File: src/rtl/keypad_pkg.sv
// Shared types and constants for the calculator keypad front end.
package keypad_pkg;

   localparam int unsigned NUM_BUTTONS = 9;
   localparam logic [3:0]  DIGIT_MAX   = 4'd9;

   localparam int unsigned BTN_A_ONES = 0;
   localparam int unsigned BTN_A_TENS = 1;
   localparam int unsigned BTN_B_ONES = 2;
   localparam int unsigned BTN_B_TENS = 3;
   localparam int unsigned BTN_ADD    = 4;
   localparam int unsigned BTN_SUB    = 5;
   localparam int unsigned BTN_MUL    = 6;
   localparam int unsigned BTN_DIV    = 7;
   localparam int unsigned BTN_SHOW   = 8;

   typedef enum logic [1:0] {
      OP_ADD = 2'b00,
      OP_SUB = 2'b01,
      OP_MUL = 2'b10,
      OP_DIV = 2'b11
   } op_t;

   function automatic logic [3:0] bcd_inc(input logic [3:0] d);
      return (d >= DIGIT_MAX) ? '0 : d + 4'd1;
   endfunction

endpackage

File: src/rtl/keypad_entry_debouncer.sv
// One button: 2-flop synchronizer, stability counter, debounced level and rising-edge flag.
module button_debouncer #(
   parameter int unsigned DEBOUNCE_CYCLES = 100000
) (
   input  logic clk,
   input  logic resetN,
   input  logic raw,
   output logic state,
   output logic rise
);

   localparam int unsigned      CNT_W    = $clog2(DEBOUNCE_CYCLES);
   localparam logic [CNT_W-1:0] CNT_LAST = CNT_W'(DEBOUNCE_CYCLES - 1);

   logic             sync1;
   logic             sync2;
   logic             db;
   logic             db_prev;
   logic [CNT_W-1:0] cnt;

   always_ff @(posedge clk) begin
      if (!resetN) begin
         sync1   <= 1'b0;
         sync2   <= 1'b0;
         db      <= 1'b0;
         db_prev <= 1'b0;
         cnt     <= '0;
      end else begin
         sync1   <= raw;
         sync2   <= sync1;
         db_prev <= db;
         // The flip happens on the DEBOUNCE_CYCLES-th consecutive disagreeing sample.
         if (sync2 == db) begin
            cnt <= '0;
         end else if (cnt == CNT_LAST) begin
            db  <= sync2;
            cnt <= '0;
         end else begin
            cnt <= cnt + 1'b1;
         end
      end
   end

   assign state = db;
   assign rise  = db & ~db_prev;

endmodule

File: src/rtl/keypad_entry.sv
// Keypad front end: debounced press strobes, BCD operand digits, operator latch, show flag.
// Optional digit auto-repeat is enabled by defining KEYPAD_AUTOREPEAT_EN.
module keypad_entry
   import keypad_pkg::*;
#(
   parameter int unsigned DEBOUNCE_CYCLES = 100000,
   parameter int unsigned REPEAT_DELAY    = 50000000,
   parameter int unsigned REPEAT_PERIOD   = 20000000
) (
   input  logic       clk,
   input  logic       resetN,
   input  logic [8:0] buttons,
   output logic [3:0] opAOnes,
   output logic [3:0] opATens,
   output logic [3:0] opBOnes,
   output logic [3:0] opBTens,
   output logic [1:0] opSel,
   output logic       showResult,
   output logic [8:0] pressPulse,
   output logic       entryChanged
);

   if (DEBOUNCE_CYCLES < 2 || REPEAT_DELAY < 1 || REPEAT_PERIOD < 1) begin : g_bad_params
      $error("keypad_entry: invalid timing parameters");
   end

   logic [NUM_BUTTONS-1:0] held;
   logic [NUM_BUTTONS-1:0] rise;
   logic [NUM_BUTTONS-1:0] rep;
   logic [NUM_BUTTONS-1:0] strobe;

   for (genvar i = 0; i < NUM_BUTTONS; i++) begin : g_btn
      button_debouncer #(.DEBOUNCE_CYCLES(DEBOUNCE_CYCLES)) u_deb (
         .clk    (clk),
         .resetN (resetN),
         .raw    (buttons[i]),
         .state  (held[i]),
         .rise   (rise[i])
      );
   end

`ifdef KEYPAD_AUTOREPEAT_EN
   logic [31:0] rep_cnt [4];
   logic [3:0]  rep_first;

   always_comb begin
      rep = '0;
      for (int unsigned i = BTN_A_ONES; i <= BTN_B_TENS; i++) begin
         rep[i] = held[i] && !rise[i] &&
                  (rep_cnt[i] == (rep_first[i] ? REPEAT_DELAY : REPEAT_PERIOD));
      end
   end

   // Counter reads 1 in the cycle after a press or repeat, so the next strobe lands exactly DELAY/PERIOD later.
   always_ff @(posedge clk) begin
      if (!resetN) begin
         rep_cnt   <= '{default: '0};
         rep_first <= '1;
      end else begin
         for (int unsigned i = BTN_A_ONES; i <= BTN_B_TENS; i++) begin
            if (!held[i]) begin
               rep_cnt[i]   <= '0;
               rep_first[i] <= 1'b1;
            end else if (rise[i]) begin
               rep_cnt[i]   <= 32'd1;
               rep_first[i] <= 1'b1;
            end else if (rep[i]) begin
               rep_cnt[i]   <= 32'd1;
               rep_first[i] <= 1'b0;
            end else begin
               rep_cnt[i]   <= rep_cnt[i] + 32'd1;
            end
         end
      end
   end
`else
   assign rep = '0;
`endif

   // rise already implies held; the mask keeps both debouncer outputs in use in every build.
   assign strobe = (rise | rep) & held;

   logic [3:0]             digit_q    [4];
   logic [3:0]             digit_next [4];
   op_t                    op_q;
   op_t                    op_next;
   logic                   show_q;
   logic                   show_next;
   logic                   entry_chg;
   logic [NUM_BUTTONS-1:0] press_q;
   logic                   entry_q;

   always_comb begin
      digit_next = digit_q;
      op_next    = op_q;
      show_next  = show_q;
      entry_chg  = 1'b0;

      for (int unsigned i = BTN_A_ONES; i <= BTN_B_TENS; i++) begin
         if (strobe[i]) begin
            digit_next[i] = bcd_inc(digit_q[i]);
            entry_chg     = 1'b1;
         end
      end

      if (strobe[BTN_ADD]) begin
         op_next = OP_ADD;
      end else if (strobe[BTN_SUB]) begin
         op_next = OP_SUB;
      end else if (strobe[BTN_MUL]) begin
         op_next = OP_MUL;
      end else if (strobe[BTN_DIV]) begin
         op_next = OP_DIV;
      end

      if (op_next != op_q) begin
         entry_chg = 1'b1;
      end

      if (|strobe[BTN_DIV:BTN_A_ONES]) begin
         show_next = 1'b0;
      end else if (strobe[BTN_SHOW]) begin
         show_next = 1'b1;
      end
   end

   always_ff @(posedge clk) begin
      if (!resetN) begin
         digit_q <= '{default: '0};
         op_q    <= OP_ADD;
         show_q  <= 1'b0;
         press_q <= '0;
         entry_q <= 1'b0;
      end else begin
         digit_q <= digit_next;
         op_q    <= op_next;
         show_q  <= show_next;
         press_q <= strobe;
         entry_q <= entry_chg;
      end
   end

   assign opAOnes      = digit_q[BTN_A_ONES];
   assign opATens      = digit_q[BTN_A_TENS];
   assign opBOnes      = digit_q[BTN_B_ONES];
   assign opBTens      = digit_q[BTN_B_TENS];
   assign opSel        = op_q;
   assign showResult   = show_q;
   assign pressPulse   = press_q;
   assign entryChanged = entry_q;

endmodule

File: config.mk
export PLATFORM = sky130hd
export DESIGN_NAME = keypad_entry
export DESIGN_NICKNAME = d
export VERILOG_FILES = /design/src/rtl/keypad_pkg.sv /design/src/rtl/keypad_entry_debouncer.sv /design/src/rtl/keypad_entry.sv
export SDC_FILE = /design/constraint.sdc
export NUM_CORES = 1
export LEC_CHECK = 0
export ABC_AREA = 1
export ABC_CLOCK_PERIOD_IN_PS = 2700
export BUFFER_PORTS_ARGS = -buffer_cell sky130_fd_sc_hd__clkbuf_2
export CAP_MARGIN = 20
export CORE_MARGIN = 1
export CORE_UTILIZATION = 65
export DETAILED_ROUTE_END_ITERATION = 10
export PLACE_DENSITY = 0.9
export SETUP_SLACK_MARGIN = 0.3
export SYNTH_ARGS = -nofsm -noshare
export SYNTH_HDL_FRONTEND = slang
export SYNTH_SLANG_ARGS = --single-unit
File: constraint.sdc
create_clock -name clk -period 2.7 [get_ports clk]
set_input_delay 0.27 -clock clk [delete_from_list [all_inputs] [get_ports clk]]
set_output_delay 0.27 -clock clk [all_outputs]
set_load 0.02 [all_outputs]
==> impl_metrics.py <==
metrics = {
    "timing": {
        "timing.hold.ws_ps": 307,
        "slew_headroom": 0.631,
        "fin_crit_sh": 0.621,
        "clock_skew_ps": 21.7,
        "rsz0062_at_grt": "no",
        "hold_violations": 0,
        "finalCriticalPeriod_ps": 1680,
        "setup_viol": 0,
        "clock.fmax_mhz": 596,
        "worst_pin_slew_ps": 554,
        "fin_setup_tns_ps": 0,
        "maxSlewViolCount": 0,
    },
    "logic_synthesis": {
        "synth_commonest_cells": "298 x nand2_1, 243 x nor2_1, 218 x dfxtp_1, 208 x inv_1, 82 x nand3_1",
        "syn_avg_cell_area_um2": 7.28,
        "syn_inst": 1435,
        "netlist_area_um2": 10400,
        "syn_nets": 1467,
        "synth.distinct_cells": 39,
        "yosysMostFrequentCell": "nand2_1",
        "synth_warnings": 0,
        "synth_area_leaders": "dfxtp_1 42%, nand2_1 11%, nor2_1 8.7%",
        "synth-async-reset-ratio": 0,
        "yosysTopAreaCellShare": 0.418,
        "yosys.area.top_type": "dfxtp_1",
        "ys_seq_area_frac": 0.418,
        "dominantRegCellSynth": "dfxtp_1",
        "synth_edf_count": 0,
        "synth.ff_latch_count": 218,
    },
    "setup_path": {
        "start_kind": "flop",
        "critPathArrivalTime_ps": 2050,
        "path_buf_inv": 1,
        "cp.required_ps": 3080,
        "cpPeakStageDelay_ps": 430,
        "crit_type": "flop to flop",
        "cpMaxStageDelayCell": "o21bai_4",
        "path_cells": "ha_1, nand3_2, inv_2, nand3_1, o21bai_4, nor2_1",
        "crit_fanout": 14,
        "critical_path.endpoint_type": "flop",
        "critical-path-top-delay-family": "compound AO/OA/AOI/OAI gates",
    },
    "final_layout": {
        "final_nets": 1528,
        "drive_gt1_frac": 0.115,
        "area_growth_pct": 12.2,
        "utilization": 0.759,
        "diodes": 0,
    },
    "drt": {
        "vias": 8997,
        "wl_per_cell_um": 12.4,
        "ant_nets": 0,
        "drt_pass1_iterations": 5,
        "wirelength_um": 21400,
        "drt_iter0_markers": 407,
        "routed_via_density": 5.22,
        "top_layer": "met4",
        "wl_met2_um": 10200,
        "met3_length_um": 956,
        "drc": 0,
        "wl_met1_um": 9510,
    },
    "die": {
        "die_w_um": 129,
        "core_um2": 15400,
        "die-area_um2": 16600,
        "chipHeight_um": 129,
        "rows": 45,
        "start_util": 0.677,
        "ioPinCount": 40,
    },
    "clocking": {
        "cts_buffer_depth": 3,
        "cts_tree": "built",
        "cts-buffers-inserted": 23,
        "cts.sinks": 218,
        "clock_latency_ps": 530,
        "path_clk_slew_ps": 60,
        "cts_root_buf": "clkbuf_16",
        "h-tree-depth": 1,
        "cts_resized": 0,
    },
    "global_route": {
        "grt_pass1_vias": 8521,
        "grt_max_degree": 26,
        "grt_pass1_wl_um": 36700,
        "antenna_found_initial": 0,
        "track_usage": 0.267,
        "overflow": 0,
    },
    "placed_design": {
        "hpwlAfterDp_um": 15100,
        "place.gp.congestion": 0.932,
        "port_buffers": 39,
    },
    "run_status": {
        "outcome": "complete, no violations",
    },
    "power_and_ir_drop": {
        "power_leakage_uw": 0.00429,
        "power_density_nw_per_um2": 578,
        "vdd_drop_max_mv": 0.808,
    },
    "worst_hold_path": {
        "hold_path_class": "input port to flop",
    },
    "flow_run": {
        "maxCapViolations": 0,
    },
}
==> cell usage in the layout, fill, tap and decap left out, drive strengths merged <==
cell / count
a211oi: 2
a21oi: 42
a31oi: 6
a41oi: 2
buf: 2
bufinv: 4
clkbuf: 69
clkinv: 6
clkinvlp: 2
dfxtp: 218
dlygate4sd3: 9
ha: 21
inv: 214
nand2: 306
nand3: 91
nand3b: 1
nand4: 43
nor2: 284
nor3: 63
o211ai: 1
o21a: 2
o21ai: 33
o21bai: 4
o31ai: 1
or2: 8
xnor2: 19
xor2: 60
==> tightest hold or removal path, delay by kind of cell <==
kind	cells	cell delay, ps
AND/OR/NAND/NOR	1	150
buffers and inverters	2	370
==> per-stage QoR <==
step | setup slack, ps | cells | total power (uW) | area (um2)
5_1_grt | 835 | 1724 | 6950 | 11700
2_1_floorplan | 1320 | 1435 | 3370 | 10400
6_report | 1020 | 1724 | 6760 | 11700
4_1_cts | 1020 | 1724 | 6810 | 11700
3_3_place_gp | 1090 | 1673 | 3390 | 10800
3_5_place_dp | 1000 | 1673 | 3390 | 10800
==> sequential cells by signal, summed over array words and instances (netlist names), 4 cells and up <==
name	flops
g_btn.u_deb.sync2	9
g_btn.u_deb.state	9
pressPulse	9
g_btn.u_deb.sync1	9
g_btn.u_deb.cnt	153
g_btn.u_deb.db_prev	9
opBOnes	4
opBTens	4
opATens	4
opAOnes	4
==> per-layer routing <==
layer | vias up | track usage
met4 | 0 | 0.110
met2 | 212 | 0.469
li1 | 4626 | -
met1 | 4097 | 0.326
met5 | - | 0
met3 | 62 | 0.0403
==> power by group <==
group          switching (uW)  internal, uW
registers                10.7          3230
clock network            1310          2120
logic                    58.2          32.7
total                    1380          5390
==> final cells by class <==
type	count	area, um2
Clock buffer	30	662
Clock inverter	12	180
Fill cell	1150	3720
Inverter	214	806
Multi-Input combinational cell	989	5130
Sequential cell	218	4360
Tap cell	211	264
Timing Repair Buffer	50	300
==> final timing paths <==
path                            cells after the start                          endpoint  slack (ps)                               from
worst max-delay path                                6  g_btn[3].u_deb.cnt[2]$_SDFF_PP0_        1020   g_btn[3].u_deb.cnt[0]$_SDFF_PP0_
worst min-delay path                                3   g_btn[3].u_deb.sync2$_SDFF_PN0_         310                             resetN
worst max register to register                      6  g_btn[3].u_deb.cnt[2]$_SDFF_PP0_        1020   g_btn[3].u_deb.cnt[0]$_SDFF_PP0_
worst min register to register                      1          pressPulse[1]$_SDFF_PN0_         420  g_btn[1].u_deb.db_prev$_SDFF_PN0_
==> timing repair <==
item | 4_1_cts | 5_1_grt
endpoints found under the hold margin | 9 | 0
hold buffers | 9 | 0
buffers inserted | 0 | 0
==> cell families (layout without fill, tap and decap cells) <==
kind of cell	count (synthesis)	count (layout)	share of synthesized area
simple gates	796	796	0.346
xor+xnor	79	79	0.0663
buf+inv	228	306	0.0901
compound gates	93	93	0.0545
fa+ha+maj	21	21	0.0252
flops	218	218	0.418
Note: power is estimated with default switching activity, not from simulation.
